## config.mk

```make
export PLATFORM = sky130hd
export DESIGN_NAME = rr_req_arbiter_flat
export DESIGN_NICKNAME = d
export VERILOG_FILES = /design/src/rtl/rr_req_arbiter_if.sv /design/src/rtl/rr_req_arbiter.sv /design/src/flat_wrapper.sv
export SDC_FILE = /design/constraint.sdc
export NUM_CORES = 1
export LEC_CHECK = 0
export CORE_MARGIN = 2
export CORE_UTILIZATION = 50
export CTS_BUF_LIST = sky130_fd_sc_hd__clkbuf_4 sky130_fd_sc_hd__clkbuf_8 sky130_fd_sc_hd__clkbuf_16
export CTS_CLUSTER_SIZE = 40
export DETAILED_ROUTE_END_ITERATION = 7
export HOLD_SLACK_MARGIN = 0.03
export PLACE_DENSITY = 0.82
export SLEW_MARGIN = 15
export SYNTH_ARGS = -nofsm -noshare
export SYNTH_HDL_FRONTEND = slang
export SYNTH_SLANG_ARGS = --single-unit
```

## constraint.sdc

```tcl
create_clock -name clk -period 2.1 [get_ports clk]
set_input_delay 0.21 -clock clk [delete_from_list [all_inputs] [get_ports clk]]
set_output_delay 0.21 -clock clk [all_outputs]
set_load 0.03 [all_outputs]
```

## src/rtl/rr_req_arbiter_if.sv

```systemverilog
// Request/grant bundle between N requesting agents and the round-robin arbiter.
// master = requester side, slave = arbiter side.
interface rr_req_arbiter_if #(
    parameter int N    = 4,
    parameter int IDXW = 2
) ();
    logic            en;
    logic [N-1:0]    req;
    logic            done;
    logic [N-1:0]    gnt;
    logic [IDXW-1:0] gnt_idx;
    logic            gnt_vld;
    logic            timeout;

    modport master (
        output en, req, done,
        input  gnt, gnt_idx, gnt_vld, timeout
    );

    modport slave (
        input  en, req, done,
        output gnt, gnt_idx, gnt_vld, timeout
    );
endinterface

```

## src/rtl/rr_req_arbiter.sv

```systemverilog
// Round-robin arbiter: rotating-priority pick, grant held until done/withdraw,
// optional hold timeout forcing release so no owner can starve the others.
module rr_req_arbiter #(
    parameter int N        = 4,
    parameter int IDXW     = 2,
    parameter int MAX_HOLD = 15,
    parameter int CNTW     = 4
) (
    input logic             clk,
    input logic             rst_n,
    rr_req_arbiter_if.slave bus
);

    typedef enum logic {
        S_IDLE,
        S_GRANT
    } state_t;

    localparam logic [CNTW-1:0] HOLD_LAST = CNTW'((MAX_HOLD == 0) ? 0 : MAX_HOLD - 1);

    state_t          r_state;
    logic [N-1:0]    r_gnt;
    logic [IDXW-1:0] r_gnt_idx;
    logic [IDXW-1:0] r_ptr;
    logic            r_gnt_vld;
    logic            r_timeout;
    logic [CNTW-1:0] r_hold_cnt;

    logic [2*N-1:0]  w_dbl;
    logic [N-1:0]    w_rot;
    logic            w_any;
    logic [IDXW-1:0] w_off;
    logic [IDXW:0]   w_sum;
    logic [IDXW-1:0] w_win_idx;
    logic [N-1:0]    w_win_oh;
    logic            w_rel_done;
    logic            w_rel_wd;
    logic            w_rel_to;
    logic            w_release;
    logic [IDXW-1:0] w_ptr_next;

    // Rotate req so that bit 0 is the requester at ptr; the first set bit of the
    // rotated vector is then the winner's offset from ptr.
    assign w_dbl = {bus.req, bus.req} >> r_ptr;
    assign w_rot = w_dbl[N-1:0];

    always_comb begin
        w_any = 1'b0;
        w_off = '0;
        for (int unsigned k = 0; k < N; k++) begin
            if (!w_any && w_rot[k]) begin
                w_any = 1'b1;
                w_off = IDXW'(k);
            end
        end
    end

    assign w_sum     = {1'b0, r_ptr} + {1'b0, w_off};
    assign w_win_idx = (w_sum >= (IDXW+1)'(N)) ? IDXW'(w_sum - (IDXW+1)'(N)) : IDXW'(w_sum);
    assign w_win_oh  = N'(1) << w_win_idx;

    assign w_rel_done = bus.done;
    assign w_rel_wd   = ~|(bus.req & r_gnt);
    assign w_rel_to   = (MAX_HOLD != 0) && (r_hold_cnt == HOLD_LAST);
    assign w_release  = w_rel_done || w_rel_wd || w_rel_to;
    assign w_ptr_next = (r_gnt_idx == IDXW'(N - 1)) ? '0 : r_gnt_idx + IDXW'(1);

    always_ff @(posedge clk or negedge rst_n) begin
        if (!rst_n) begin
            r_state    <= S_IDLE;
            r_gnt      <= '0;
            r_gnt_idx  <= '0;
            r_ptr      <= '0;
            r_gnt_vld  <= 1'b0;
            r_timeout  <= 1'b0;
            r_hold_cnt <= '0;
        end else begin
            case (r_state)
                S_IDLE: begin
                    r_timeout <= 1'b0;
                    if (bus.en && w_any) begin
                        r_state    <= S_GRANT;
                        r_gnt      <= w_win_oh;
                        r_gnt_idx  <= w_win_idx;
                        r_gnt_vld  <= 1'b1;
                        r_hold_cnt <= '0;
                    end
                end
                S_GRANT: begin
                    if (w_release) begin
                        r_state    <= S_IDLE;
                        r_gnt      <= '0;
                        r_gnt_idx  <= '0;
                        r_gnt_vld  <= 1'b0;
                        r_ptr      <= w_ptr_next;
                        r_hold_cnt <= '0;
                        // Timeout is reported only when nothing else would have released.
                        r_timeout  <= w_rel_to && !w_rel_done && !w_rel_wd;
                    end else begin
                        r_timeout <= 1'b0;
                        if (r_hold_cnt != '1) begin
                            r_hold_cnt <= r_hold_cnt + CNTW'(1);
                        end
                    end
                end
                default: begin
                    r_state <= S_IDLE;
                end
            endcase
        end
    end

    assign bus.gnt     = r_gnt;
    assign bus.gnt_idx = r_gnt_idx;
    assign bus.gnt_vld = r_gnt_vld;
    assign bus.timeout = r_timeout;

endmodule
```

## src/flat_wrapper.sv

```systemverilog
// flat-port wrapper written by rule: the top's interface ports become plain ports
module rr_req_arbiter_flat 
#(
    parameter int N        = 4,
    parameter int IDXW     = 2,
    parameter int MAX_HOLD = 15,
    parameter int CNTW     = 4
)
  (clk, rst_n, bus_en, bus_req, bus_done, bus_gnt, bus_gnt_idx, bus_gnt_vld, bus_timeout);
  rr_req_arbiter_if #(.N(N), .IDXW(IDXW)) bus_i ();
  input logic clk;
  input logic rst_n;
  input wire logic [$bits(bus_i.en)-1:0] bus_en;
  input wire logic [$bits(bus_i.req)-1:0] bus_req;
  input wire logic [$bits(bus_i.done)-1:0] bus_done;
  output wire logic [$bits(bus_i.gnt)-1:0] bus_gnt;
  output wire logic [$bits(bus_i.gnt_idx)-1:0] bus_gnt_idx;
  output wire logic [$bits(bus_i.gnt_vld)-1:0] bus_gnt_vld;
  output wire logic [$bits(bus_i.timeout)-1:0] bus_timeout;
  assign bus_i.en = bus_en;
  assign bus_i.req = bus_req;
  assign bus_i.done = bus_done;
  assign bus_gnt = bus_i.gnt;
  assign bus_gnt_idx = bus_i.gnt_idx;
  assign bus_gnt_vld = bus_i.gnt_vld;
  assign bus_timeout = bus_i.timeout;
  rr_req_arbiter #(.N(N), .IDXW(IDXW), .MAX_HOLD(MAX_HOLD), .CNTW(CNTW)) u_core (.clk(clk), .rst_n(rst_n), .bus(bus_i));
endmodule
```

==> out/qor.yml <==
layout:
  mostFrequentLayoutCell: "nand2_1"
  stdcell_area_um2: 1160
  areaGrowthSynthToFinish_pct: 28.9
  n_antenna_cell: 0
  final_cell_count_no_fill: 146
  multi_input_area_um2: 507
  mostFrequentLayoutCells: "nand2_1, clkdlybuf4s50_1, dfrtp_1"
  utilization_pct: 68.0
  drive_above_1_share_pct: 15.7
  nFillCells: 143
  layout.nets: 134
  seq_area_um2: 375
synthesis:
  syn-cell-area_um2: 901
  ys_types: 33
  ys_seq_elements: 15
  synth_top_area_share_pct: 41.7
  yosys_warnings: 0
  synthesis.nets: 110
  syn_area_per_cell_um2: 9.19
  synth_area_leader_cell: "dfrtp_1"
  yosys-top-cells-area: "dfrtp_1, nand2_1, ha_1"
  yosysSeqAreaShare_pct: 41.7
  syn_inst: 98
route:
  dr.first_iter.drc_count: 32
  drt-pass1-iter-count: 4
  finalWirelength_um: 2270
  drc: 0
  postRouteAntennaNets: 0
  detail_route.wl_per_cell_um: 15.5
  vias: 862
  via_per_inst: 5.90
clock_tree:
  htreeDepth: 1
  cts_tree: "yes"
  root_buffer: "clkbuf_4"
  cts_buffers: 3
  clk_latency_ps: 290
  cts_buffer_depth: 2
  clk_pin_slew_ps: 90
  clock-sinks: 15
  hold_buffers: 0
die:
  fp.dieW_um: 46.4
  dieHeight_um: 46.4
  fp-row-count: 15
  fp.dieArea_um2: 2160
  coreArea_um2: 1710
  initial_utilization_pct: 52.7
  pin_count: 16
pwr:
  p_leak_nw: 0.512
  p_sw_share_pct: 42.7
  pwr-share-clk_pct: 12.9
  peakVddDrop_mv: 0.984
  power_density_nw_per_um2: 1220
  power_mw: 1.42
  seq_power_share_pct: 33.8
  p_comb_share_pct: 53.3
  p_sw_mw: 0.605
  internal_power_mw: 0.811
timing:
  fin_crit_sh_pct: 101
  timing.hold.ws_ps: 321
  fmax_mhz: 474
  finalHoldViolCount: 0
  maxSlewViolCount: 0
  skew_ps: 5.48
  relSlewSlack_pct: 55.0
  worst_pin_slew_ps: 674
  setup_violations: 2
  worst_slack_ps: -11.2
  period_minus_slack_ps: 2110
status:
  status: "finished with violations"
  violations: "negative setup slack"
global_route:
  grt_overflow: 0
  grt_pass1_vias: 792
  grt_use_total_pct: 24.6
  grt_pass1_wl_um: 3620
  grt_max_degree: 16
  antenna_found_initial: 0
critical_path:
  arrival_ps: 2290
  worstPathRequired_ps: 2280
  cp-end-kind: "flip-flop"
  crit_path_start_kind: "input pin"
  path_class: "input pin to flip-flop"
  path_max_fanout: 6
placement:
  gp_congestion: 0.947
  placed_cells: 142
  dp_hpwl_um: 1560
  io_buffers: 15
  place_area_um2: 1110
run:
  cap_viol_max_count: 0
hold_path:
  hp-class: "input pin to asynchronous set/reset pin"
area by class of cell:
| type | instances | share of cell area, % |
|---|---|---|
| well taps | 25 | 2.69 |
| clock buffers | 4 | 2.59 |
| inverters | 4 | 1.29 |
| repair buffers | 22 | 17.5 |
| flip-flops and latches | 15 | 32.3 |
| multi-input cells | 76 | 43.6 |
flip-flops by register name, summed over array words and instances, names as in the netlist:
signal / cells
u_core.bus.timeout: 1
u_core.r_hold_cnt: 4
u_core.bus.gnt_idx: 2
u_core.r_ptr: 2
u_core.bus.gnt_vld: 1
u_core.bus.gnt: 4
u_core.r_state: 1
critical path, stage by stage:
cell             delay [ps]
clkdlybuf4s50_1         570
inv_1                    70
o21ai_0                 180
a21oi_1                 100
a21oi_1                 190
a21oi_1                 120
ha_1                    230
xnor2_2                 150
xnor2_2                 180
a32o_1                  290
stage by stage:
stage          setup WS [ps]  TNS, ps
2_1_floorplan            265        0
3_3_place_gp           -98.7     -407
3_5_place_dp            -216     -944
4_1_cts                 81.3        0
5_1_grt                 -108     -374
6_report               -11.2    -16.7
synth_stat cells (all sizes together):
master	count
nor2b	1
o21a	2
a22o	3
or4	1
mux2	2
and3	2
nand3	3
nor2	5
o22ai	2
a211oi	3
inv	4
nand2b	2
clkbuf	1
and3b	3
o211ai	1
nand3b	1
buf	2
a32o	1
nand2	16
xnor2	2
nor3b	3
o21ai	5
dfrtp	15
ha	4
a21oi	7
nor3	2
a22oi	2
o31ai	3
worst paths after layout:
check	depth (start not counted)	slack (ps)	to	start
min	1	320	u_core.r_hold_cnt[0]	rst_n
min reg2reg	1	520	u_core.r_ptr[0]	u_core.bus.gnt_idx[0]
min in group clk	1	520	u_core.r_ptr[0]	u_core.bus.gnt_idx[0]
max	10	-10	u_core.bus.gnt[3]	bus_req[1]
max reg2reg	8	130	u_core.bus.gnt[3]	u_core.r_ptr[1]
max in group asynchronous	1	1350	u_core.bus.gnt[0]	rst_n
metal layers:
metal	wire, um	up-vias	global-route usage, %
li1	-	401	-
met1	945	418	30.9
met2	1130	37	40.0
met3	127	6	4.31
met4	63	0	13.1
met5	0	-	0
power by group through the flow:
stage                     Sequential (mW)  Combinational [mW]  Clock (mW)
after floorplan                     0.550               0.369           0
after global placement              0.472               0.672           0
after detailed placement            0.476               0.693           0
after CTS                           0.474               0.704       0.183
after global routing                0.493               0.817       0.196
final                               0.479               0.754       0.182
cells by family (layout without fill, tap and decap cells):
group,Yosys count,count (layout),share of synthesized area (%)
AOI/OAI and AO/OA,29,29,21.8
xor gates and xnor gates,2,2,1.94
adders and majority gates,4,4,5.56
buffers and inverters,7,30,4.30
DFF,15,15,41.7
muxes,2,2,2.50
and+or+nand+nor,39,39,22.2
what timing repair did:
item                                    CTS  global route
buffers inserted                          0             0
endpoints found under the setup margin    0             5
resized for setup                         0             3
No activity file was read; power rests on OpenSTA's default activity.
